[src/rtl/fetch_stage_if.sv]
// Fetch-stage bus: pipeline controls in, instruction-memory port, IF/ID register and status out.
// master is the fetch stage; slave is the surrounding pipeline and memory.
interface fetch_stage_if;
   logic        stall;
   logic        flush;
   logic        redirect_valid;
   logic [31:0] redirect_pc;
   logic [31:0] imem_addr;
   logic [31:0] imem_instr;
   logic        ifid_valid;
   logic [31:0] ifid_pc;
   logic [31:0] ifid_pc_plus4;
   logic [31:0] ifid_instr;
   logic        halted;
   logic        misaligned;

   modport master (
      input  stall, flush, redirect_valid, redirect_pc, imem_instr,
      output imem_addr, ifid_valid, ifid_pc, ifid_pc_plus4, ifid_instr, halted, misaligned
   );

   modport slave (
      output stall, flush, redirect_valid, redirect_pc, imem_instr,
      input  imem_addr, ifid_valid, ifid_pc, ifid_pc_plus4, ifid_instr, halted, misaligned
   );
endinterface

[src/rtl/fetch_stage.sv]
// RISC-V instruction-fetch stage: owns the PC, reads instruction memory combinationally
// and fills the IF/ID register, with stall/flush/redirect control and a post-reset warm-up.
module fetch_stage #(
   parameter logic [31:0] RESET_PC      = 32'h0000_0004,
   parameter int unsigned WARMUP_CYCLES = 1,
   parameter logic [31:0] NOP_INSTR     = 32'h0000_0013
) (
   input logic          clk,
   input logic          reset,
   fetch_stage_if.master bus
);

   localparam logic [1:0]  ST_WARM   = 2'd0;
   localparam logic [1:0]  ST_RUN    = 2'd1;
   localparam logic [1:0]  ST_HALT   = 2'd2;
   localparam logic [3:0]  WARM_LAST = 4'(WARMUP_CYCLES - 1);
   localparam logic [31:0] ECALL     = 32'h0000_0073;
   localparam logic [31:0] EBREAK    = 32'h0010_0073;

   logic [1:0]  state_q, state_d;
   logic [3:0]  cnt_q, cnt_d;
   logic [31:0] pc_q, pc_d;
   logic        valid_q, valid_d;
   logic [31:0] ipc_q, ipc_d;
   logic [31:0] ip4_q, ip4_d;
   logic [31:0] instr_q, instr_d;
   logic        halted_q, halted_d;
   logic        mis_q, mis_d;
   logic        bubble;
   logic [31:0] pc_plus4;

   assign pc_plus4 = pc_q + 32'd4;

   always_comb begin
      state_d  = state_q;
      cnt_d    = cnt_q;
      pc_d     = pc_q;
      valid_d  = valid_q;
      ipc_d    = ipc_q;
      ip4_d    = ip4_q;
      instr_d  = instr_q;
      halted_d = halted_q;
      mis_d    = mis_q;
      bubble   = 1'b0;
      case (state_q)
         ST_WARM: begin
            bubble = 1'b1;
            cnt_d  = cnt_q + 4'd1;
            if (cnt_q == WARM_LAST) state_d = ST_RUN;
         end
         ST_RUN: begin
            if (bus.redirect_valid) begin
               bubble = 1'b1;
               if (bus.redirect_pc[1:0] != 2'b00) begin
                  // Misaligned target: stop fetching rather than jump.
                  mis_d    = 1'b1;
                  halted_d = 1'b1;
                  state_d  = ST_HALT;
               end else begin
                  pc_d = bus.redirect_pc;
               end
            end else if (bus.stall) begin
               // Hold everything.
            end else if (bus.flush) begin
               bubble = 1'b1;
               pc_d   = pc_plus4;
            end else begin
               valid_d = 1'b1;
               ipc_d   = pc_q;
               ip4_d   = pc_plus4;
               instr_d = bus.imem_instr;
               if (bus.imem_instr == ECALL || bus.imem_instr == EBREAK) begin
                  halted_d = 1'b1;
                  state_d  = ST_HALT;
               end else begin
                  pc_d = pc_plus4;
               end
            end
         end
         default: begin
            bubble = 1'b1;
         end
      endcase
      if (bubble) begin
         valid_d = 1'b0;
         ipc_d   = 32'd0;
         ip4_d   = 32'd0;
         instr_d = NOP_INSTR;
      end
   end

   always_ff @(posedge clk) begin
      if (reset) begin
         state_q  <= ST_WARM;
         cnt_q    <= 4'd0;
         pc_q     <= RESET_PC;
         valid_q  <= 1'b0;
         ipc_q    <= 32'd0;
         ip4_q    <= 32'd0;
         instr_q  <= NOP_INSTR;
         halted_q <= 1'b0;
         mis_q    <= 1'b0;
      end else begin
         state_q  <= state_d;
         cnt_q    <= cnt_d;
         pc_q     <= pc_d;
         valid_q  <= valid_d;
         ipc_q    <= ipc_d;
         ip4_q    <= ip4_d;
         instr_q  <= instr_d;
         halted_q <= halted_d;
         mis_q    <= mis_d;
      end
   end

   assign bus.imem_addr     = pc_q;
   assign bus.ifid_valid    = valid_q;
   assign bus.ifid_pc       = ipc_q;
   assign bus.ifid_pc_plus4 = ip4_q;
   assign bus.ifid_instr    = instr_q;
   assign bus.halted        = halted_q;
   assign bus.misaligned    = mis_q;

endmodule

[src/flat_wrapper.sv]
// flat-port wrapper written by rule: the top's interface ports become plain ports
module fetch_stage_flat 
#(
   parameter logic [31:0] RESET_PC      = 32'h0000_0004,
   parameter int unsigned WARMUP_CYCLES = 1,
   parameter logic [31:0] NOP_INSTR     = 32'h0000_0013
)
  (clk, reset, bus_stall, bus_flush, bus_redirect_valid, bus_redirect_pc, bus_imem_instr, bus_imem_addr, bus_ifid_valid, bus_ifid_pc, bus_ifid_pc_plus4, bus_ifid_instr, bus_halted, bus_misaligned);
  fetch_stage_if bus_i ();
  input logic clk;
  input logic reset;
  input wire logic [$bits(bus_i.stall)-1:0] bus_stall;
  input wire logic [$bits(bus_i.flush)-1:0] bus_flush;
  input wire logic [$bits(bus_i.redirect_valid)-1:0] bus_redirect_valid;
  input wire logic [$bits(bus_i.redirect_pc)-1:0] bus_redirect_pc;
  input wire logic [$bits(bus_i.imem_instr)-1:0] bus_imem_instr;
  output wire logic [$bits(bus_i.imem_addr)-1:0] bus_imem_addr;
  output wire logic [$bits(bus_i.ifid_valid)-1:0] bus_ifid_valid;
  output wire logic [$bits(bus_i.ifid_pc)-1:0] bus_ifid_pc;
  output wire logic [$bits(bus_i.ifid_pc_plus4)-1:0] bus_ifid_pc_plus4;
  output wire logic [$bits(bus_i.ifid_instr)-1:0] bus_ifid_instr;
  output wire logic [$bits(bus_i.halted)-1:0] bus_halted;
  output wire logic [$bits(bus_i.misaligned)-1:0] bus_misaligned;
  assign bus_i.stall = bus_stall;
  assign bus_i.flush = bus_flush;
  assign bus_i.redirect_valid = bus_redirect_valid;
  assign bus_i.redirect_pc = bus_redirect_pc;
  assign bus_i.imem_instr = bus_imem_instr;
  assign bus_imem_addr = bus_i.imem_addr;
  assign bus_ifid_valid = bus_i.ifid_valid;
  assign bus_ifid_pc = bus_i.ifid_pc;
  assign bus_ifid_pc_plus4 = bus_i.ifid_pc_plus4;
  assign bus_ifid_instr = bus_i.ifid_instr;
  assign bus_halted = bus_i.halted;
  assign bus_misaligned = bus_i.misaligned;
  fetch_stage #(.RESET_PC(RESET_PC), .WARMUP_CYCLES(WARMUP_CYCLES), .NOP_INSTR(NOP_INSTR)) u_core (.clk(clk), .reset(reset), .bus(bus_i));
endmodule
[config.mk]
export PLATFORM = sky130hd
export DESIGN_NAME = fetch_stage_flat
export DESIGN_NICKNAME = d
export VERILOG_FILES = /design/src/rtl/fetch_stage_if.sv /design/src/rtl/fetch_stage.sv /design/src/flat_wrapper.sv
export SDC_FILE = /design/constraint.sdc
export NUM_CORES = 1
export LEC_CHECK = 0
export CAP_MARGIN = 5
export CORE_MARGIN = 2
export CORE_UTILIZATION = 30
export DETAILED_ROUTE_END_ITERATION = 16
export SETUP_SLACK_MARGIN = 0.4
export SYNTH_ARGS = -nofsm -noshare
export SYNTH_HDL_FRONTEND = slang
export SYNTH_SLANG_ARGS = --single-unit
[constraint.sdc]
create_clock -name clk -period 3.1 [get_ports clk]
set_clock_uncertainty 0.05 [all_clocks]
set_input_delay 0.62 -clock clk [delete_from_list [all_inputs] [get_ports clk]]
set_output_delay 0.62 -clock clk [all_outputs]
set_load 0.01 [all_outputs]
==> flow_summary.yaml, run 1 <==
outcome:
  status: "completed"
global_route:
  grt_pass1_wl_um: 31260
  antenna_found_initial: 0
  grtUsageTotal: 0.1831
  overflow: 0
  grt_max_degree: 66
  grt_pass1_vias: 5764
setup_path:
  r2r_end: "u_core.bus.imem_addr[18]"
  reg2reg_from: "u_core.bus.imem_addr[3]"
  cp.arrival_ns: 2.73
  crit_fanout: 7
  cp-end-kind: "flip-flop"
  cp-start-kind: "flip-flop"
  critical_path_buf_inv_count: 0
  rrSetupSlack_ns: 0.60
  cp_slowest_cell: "or4b_4"
  crit_required_ns: 3.33
  cpPeakStageDelay_ns: 0.62
  path_class: "flip-flop to flip-flop"
  path_cells: "ha_1 > nand3_1 > or4b_4 > o21a_1 > o311ai_1 > a21oi_1"
  r2r_cells: 6
  crit_family: "simple AND/OR/NAND/NOR gates"
cells_and_area:
  multi_input_area_sq_um: 3067
  design_area_sq_um: 8899
  nets: 1010
  final.fill_count: 1992
  drive_gt1_frac: 0.07053
  areaGrowthSynthToFinish_pct: 46.97
  ff_latch_area_sq_um: 2703
  antennaDiodeCount: 0
routing:
  post-route-drc-count: 0
  drt_iter0_markers: 289
  vias: 6052
  wl_per_cell_um: 16.43
  routed_via_density: 4.981
  drtAntennaViolNets: 0
  firstDrtPassIters: 5
  wl_um: 19970
yosys:
  ys_warn_count: 0
  synth_cells: 768
  ys_ff_latch: 135
  synth_top_area_cell: "dfxtp_1"
  yosysUniqueCellTypes: 59
  yosysMostFrequentCell: "nand2_1"
  syn-num-nets: 840
  syn_area_sq_um: 6055
  synth_common_cells: "179 x nand2_1, 135 x dfxtp_1, 102 x a21oi_1, 50 x nor2_1, 45 x clkbuf_1"
  synth_top_area_frac: 0.4464
  synth_edf_count: 0
  ys_top_cells_by_area: "dfxtp_1 45%, nand2_1 11%, a21oi_1 8.4%"
  ys.flop_type: "dfxtp_1"
  ys_seq_area_frac: 0.4464
  avgSynthCellArea_sq_um: 7.884
  async_flop_share: 0
clock_network:
  cts.clk_slew.worst_paths_ns: 0.06
  cts_tree: "built"
  insertion_delay_ns: 0.43
  cts_buffers: 17
  cts_buffer_depth: 2
  cts_resized: 0
  cts_max_level: 4
  root_buffer: "clkbuf_16"
  postCtsSetupBuffers: 0
  cts_hold_buf: 0
  cts.sinks: 135
worst_hold_path:
  min_path_type: "flip-flop to flip-flop"
  hold_end: "u_core.bus.ifid_instr[7]"
  whs_path_depth: 2
  min_from: "u_core.bus.ifid_instr[7]"
timing:
  hold_viol_final: 0
  timing.final.ws_setup_ns: 0.6037
  min_period_ns: 2.496
  report.final.slew_viol_count: 0
  finalSetupTns_ns: 0
  clock.fmax_mhz: 400.6
  tightest_slew_ns: 0.5743
  grt_setup_unrepaired: "no"
  relSlewSlack: 0.6142
  fin_crit_sh: 0.8052
  setup_viol: 0
  holdWs_ns: 0.4007
placement:
  pre_cts_ws_ns: 0.1816
  dpl.hpwl_um: 13650
  placed_area_sq_um: 8318
  port_buffers: 199
  place_congestion: 0.7761
floorplan:
  fp.dieArea_sq_um: 21330
  rows: 51
  fp.dieH_um: 146.1
  coreArea_sq_um: 19650
  fp.dieW_um: 146.1
  start_util: 0.3081
  ios: 200
pwr:
  vdd_drop_max_mv: 0.3646
  p_leak_nw: 2.863
  power_density_nw_per_um2: 515.0
flow_run:
  cap_violations: 0
[flip-flops by register name (all words and copies together) (netlist names)]
name / flops
u_core.cnt_q: 4
u_core.bus.ifid_pc_plus4: 32
u_core.state_q: 2
u_core.bus.ifid_pc: 30
u_core.bus.misaligned: 1
u_core.bus.ifid_valid: 1
u_core.bus.ifid_instr: 32
u_core.bus.imem_addr: 32
u_core.bus.halted: 1
[worst max-delay path by stage]
stage,depth (start not counted),from,end,slack (ns)
floorplan,6,u_core.bus.imem_addr[2],u_core.bus.imem_addr[18],0.91
global placement,7,bus_imem_instr[12],u_core.bus.imem_addr[31],0.24
detailed placement,7,bus_imem_instr[22],u_core.bus.imem_addr[31],0.18
CTS,6,u_core.bus.imem_addr[3],u_core.bus.imem_addr[28],0.60
global route,7,u_core.bus.imem_addr[3],u_core.bus.imem_addr[20],0.41
finish,6,u_core.bus.imem_addr[3],u_core.bus.imem_addr[18],0.60
[power breakdown]
part	total, mW	leakage (nW)	internal [mW]	switching [mW]
clock network	2.01	0.277	1.22	0.792
registers	1.89	1.09	1.80	0.0894
logic	0.687	1.50	0.312	0.375
[layout make-up]
cell class,instances,area share
clock inverters,12,0.01434
well taps,265,0.03726
flip-flops and latches,135,0.3037
repair buffers,220,0.2475
inverters,4,0.001687
multi-input cells,560,0.3446
clock buffers,19,0.05090
[kinds of logic after synthesis]
group           after synthesis  synth area share
xor+xnor                     26           0.03761
simple gates                334            0.2631
fa+ha+maj                     3          0.006200
compound gates              195            0.1914
mux                           2          0.003307
flops                       135            0.4464
buf+inv                      73           0.05207
[metal layers]
| metal | vias to the layer above | GRT usage | wire [um] |
|---|---|---|---|
| li1 | 3000 | - | - |
| met1 | 2827 | 0.2368 | 9202 |
| met2 | 206 | 0.2948 | 9084 |
| met3 | 19 | 0.05031 | 1445 |
| met4 | 0 | 0.06311 | 236 |
| met5 | - | 0 | 0 |
[through the flow]
stage | cells | util | power, mW
finish | 1215 | 0.4528 | 4.583
global route | 1215 | 0.4528 | 4.801
CTS | 1215 | 0.4528 | 4.649
detailed placement | 1184 | 0.4232 | 2.612
global placement | 1184 | 0.4232 | 2.604
floorplan | 768 | - | 2.271
[cells in the final DEF (no fill, tap or decap), types with 4 or more instances in the layout]
master,netlist,routed
clkdlybuf4s50_1,0,197
nand2_1,179,179
dfxtp_1,135,135
a21oi_1,102,102
nor2_1,50,50
o21ai_0,29,29
nand3_1,19,19
clkbuf_16,0,17
buf_4,4,16
xor2_1,15,15
a211oi_1,12,12
nand2b_1,11,11
nand4_1,11,11
xnor2_1,11,11
nor3_1,10,10
nor4_1,9,8
o21a_1,7,7
and3_1,7,7
o211ai_1,6,6
a31oi_1,6,6
nand3b_1,5,5
nand4b_1,5,5
o31ai_1,5,5
buf_12,0,5
inv_1,4,4
nor2b_1,4,4
and2_1,4,4
a21o_1,4,4
clkinvlp_4,0,4
clkinv_2,0,4
[tightest hold or removal path: cells and delay by family (launching register included)]
family          cells  cell delay, ns
compound gates      1            0.05
flops               1            0.30
simple gates        1            0.05
(Power assumes the default switching activity.)
==> inputs of run 2 (changes only) <==
==> constraint.sdc (replaced) <==
create_clock -name clk -period 2.05 [get_ports clk]
set_clock_uncertainty 0.05 [all_clocks]
set_input_delay 0.41 -clock clk [delete_from_list [all_inputs] [get_ports clk]]
set_output_delay 0.41 -clock clk [all_outputs]
set_load 0.01 [all_outputs]
==> run 2 against run 1 <==
Compared with the run above:
- global-route usage grew 2.2 points
- non-clock buffer count grew 121
- maximum frequency grew 37%
- sequential power grew 49%
- largest cell class unchanged
- largest power group unchanged
==> flow_summary.yaml, run 2 (synthesis gave the netlist of run 1 again) <==
floorplan:
  coreArea_sq_um: 19650
  rows: 51
  ios: 200
  fp.dieH_um: 146.1
  fp.dieW_um: 146.1
  start_util: 0.3081
  fp.dieArea_sq_um: 21330
setup_path:
  cp.arrival_ns: 2.09
  r2r_end: "u_core.bus.imem_addr[18]"
  crit_fanout: 4
  reg2reg_from: "u_core.bus.imem_addr[2]"
  rrSetupSlack_ns: 0.22
  r2r_cells: 6
  path_class: "flip-flop to flip-flop"
  cp-end-kind: "flip-flop"
  cp-start-kind: "flip-flop"
  crit_required_ns: 2.31
  cp-startpoint: "u_core.bus.imem_addr[2]"
worst_hold_path:
  hold_end: "u_core.bus.ifid_instr[1]"
  min_path_type: "input pin to flip-flop"
  whs_path_depth: 3
  min_from: "bus_imem_instr[1]"
routing:
  wl_um: 23650
  vias: 6716
  drt_iter0_markers: 303
  post-route-drc-count: 0
  wl_per_cell_um: 17.69
  firstDrtPassIters: 5
  routed_via_density: 5.023
  drtAntennaViolNets: 0
placement:
  pre_cts_ws_ns: -0.4881
  dpl.hpwl_um: 14360
  place_congestion: 0.8053
  port_buffers: 199
global_route:
  grtUsageTotal: 0.2053
  grt_pass1_wl_um: 34710
  antenna_found_initial: 0
  grt_max_degree: 59
  grt_pass1_vias: 6377
  overflow: 0
pwr:
  power_density_nw_per_um2: 721.2
  vdd_drop_max_mv: 0.6196
  power.total_mw: 7.720
  p_leak_nw: 4.366
clock_network:
  cts_buffers: 17
  cts.sinks: 135
  insertion_delay_ns: 0.44
  root_buffer: "clkbuf_16"
  cts_hold_buf: 0
  cts_tree: "built"
  cts.clk_slew.worst_paths_ns: 0.06
  cts_buffer_depth: 2
  cts_max_level: 4
cells_and_area:
  layout_common_cells: "177 x nand2_1, 111 x dlygate4sd2_1, 111 x dfxtp_1"
  areaGrowthSynthToFinish_pct: 76.79
  final.fill_count: 1827
  antennaDiodeCount: 0
  nets: 1131
  ff_latch_area_sq_um: 2753
  drive_gt1_frac: 0.3293
  mostFrequentLayoutCell: "nand2_1"
  multi_input_area_sq_um: 3645
flow_run:
  cap_violations: 0
timing:
  hold_viol_final: 0
  clock.fmax_mhz: 547.2
  holdWs_ns: 0.1263
  min_period_ns: 1.827
  grt_setup_unrepaired: "yes"
  fin_crit_sh: 0.8914
  timing.final.ws_setup_ns: 0.2226
  report.final.slew_viol_count: 0
  relSlewSlack: 0.7490
  setup_viol: 0
  tightest_slew_ns: 0.3764
outcome:
  status: "completed"
-- run 2: what timing repair did --
item,4_1_cts,5_1_grt
endpoints found under the setup margin,235,108
buffers inserted,29,16
cloned,7,9
pin swaps,68,42
gates resized for setup,361,114
-- run 2: worst max path at each step --
stage                                          end  slack [ns]  cells after the start
after floorplan           u_core.bus.imem_addr[18]        0.16                      6
after global placement    u_core.bus.imem_addr[25]       -0.52                      8
after detailed placement  u_core.bus.imem_addr[25]       -0.49                      8
after CTS                 u_core.bus.imem_addr[18]        0.23                      6
after global routing      u_core.bus.imem_addr[18]        0.17                      5
final                     u_core.bus.imem_addr[18]        0.22                      6
-- run 2: power by group --
group | internal (mW) | leakage [nW] | switching (mW)
combinational | 0.875 | 2.96 | 0.842
sequential | 2.72 | 1.10 | 0.0910
clock | 1.97 | 0.300 | 1.22
-- run 2: cell type report --
| class | instances | share of cell area |
|---|---|---|
| clock buffer | 20 | 0.04267 |
| clock inverter | 12 | 0.01403 |
| inverter | 4 | 0.001403 |
| multi-input combinational | 560 | 0.3405 |
| sequential | 135 | 0.2572 |
| tap | 265 | 0.03098 |
| timing repair buffer | 341 | 0.3133 |
-- run 2: metrics by stage --
| step | instance area [sq um] | instances | TNS (ns) | util |
|---|---|---|---|---|
| 6_report | 10700 | 1337 | 0 | 0.5446 |
| 5_1_grt | 10700 | 1337 | 0 | 0.5446 |
| 4_1_cts | 10120 | 1312 | 0 | 0.5151 |
| 3_5_place_dp | 8954 | 1244 | -19.85 | 0.4556 |
| 3_3_place_gp | 8954 | 1244 | -20.23 | 0.4556 |
| 2_1_floorplan | 6305 | 768 | 0 | - |
-- run 2: critical path, stage by stage (launching register included) --
cell and delay [ns]:
dfxtp_4 0.36, ha_4 0.15, nand3_4 0.09, or4b_4 0.53, o21a_1 0.21, o311ai_1 0.22, a21oi_1 0.10
-- run 2: layer usage --
| metal | vias to the layer above | global-route usage | part of all wire |
|---|---|---|---|
| li1 | 3251 | - | - |
| met5 | - | 0 | 0 |
| met4 | 0 | 0.06845 | 0.015 |
| met2 | 228 | 0.3328 | 0.48 |
| met3 | 33 | 0.06031 | 0.066 |
| met1 | 3204 | 0.2622 | 0.44 |
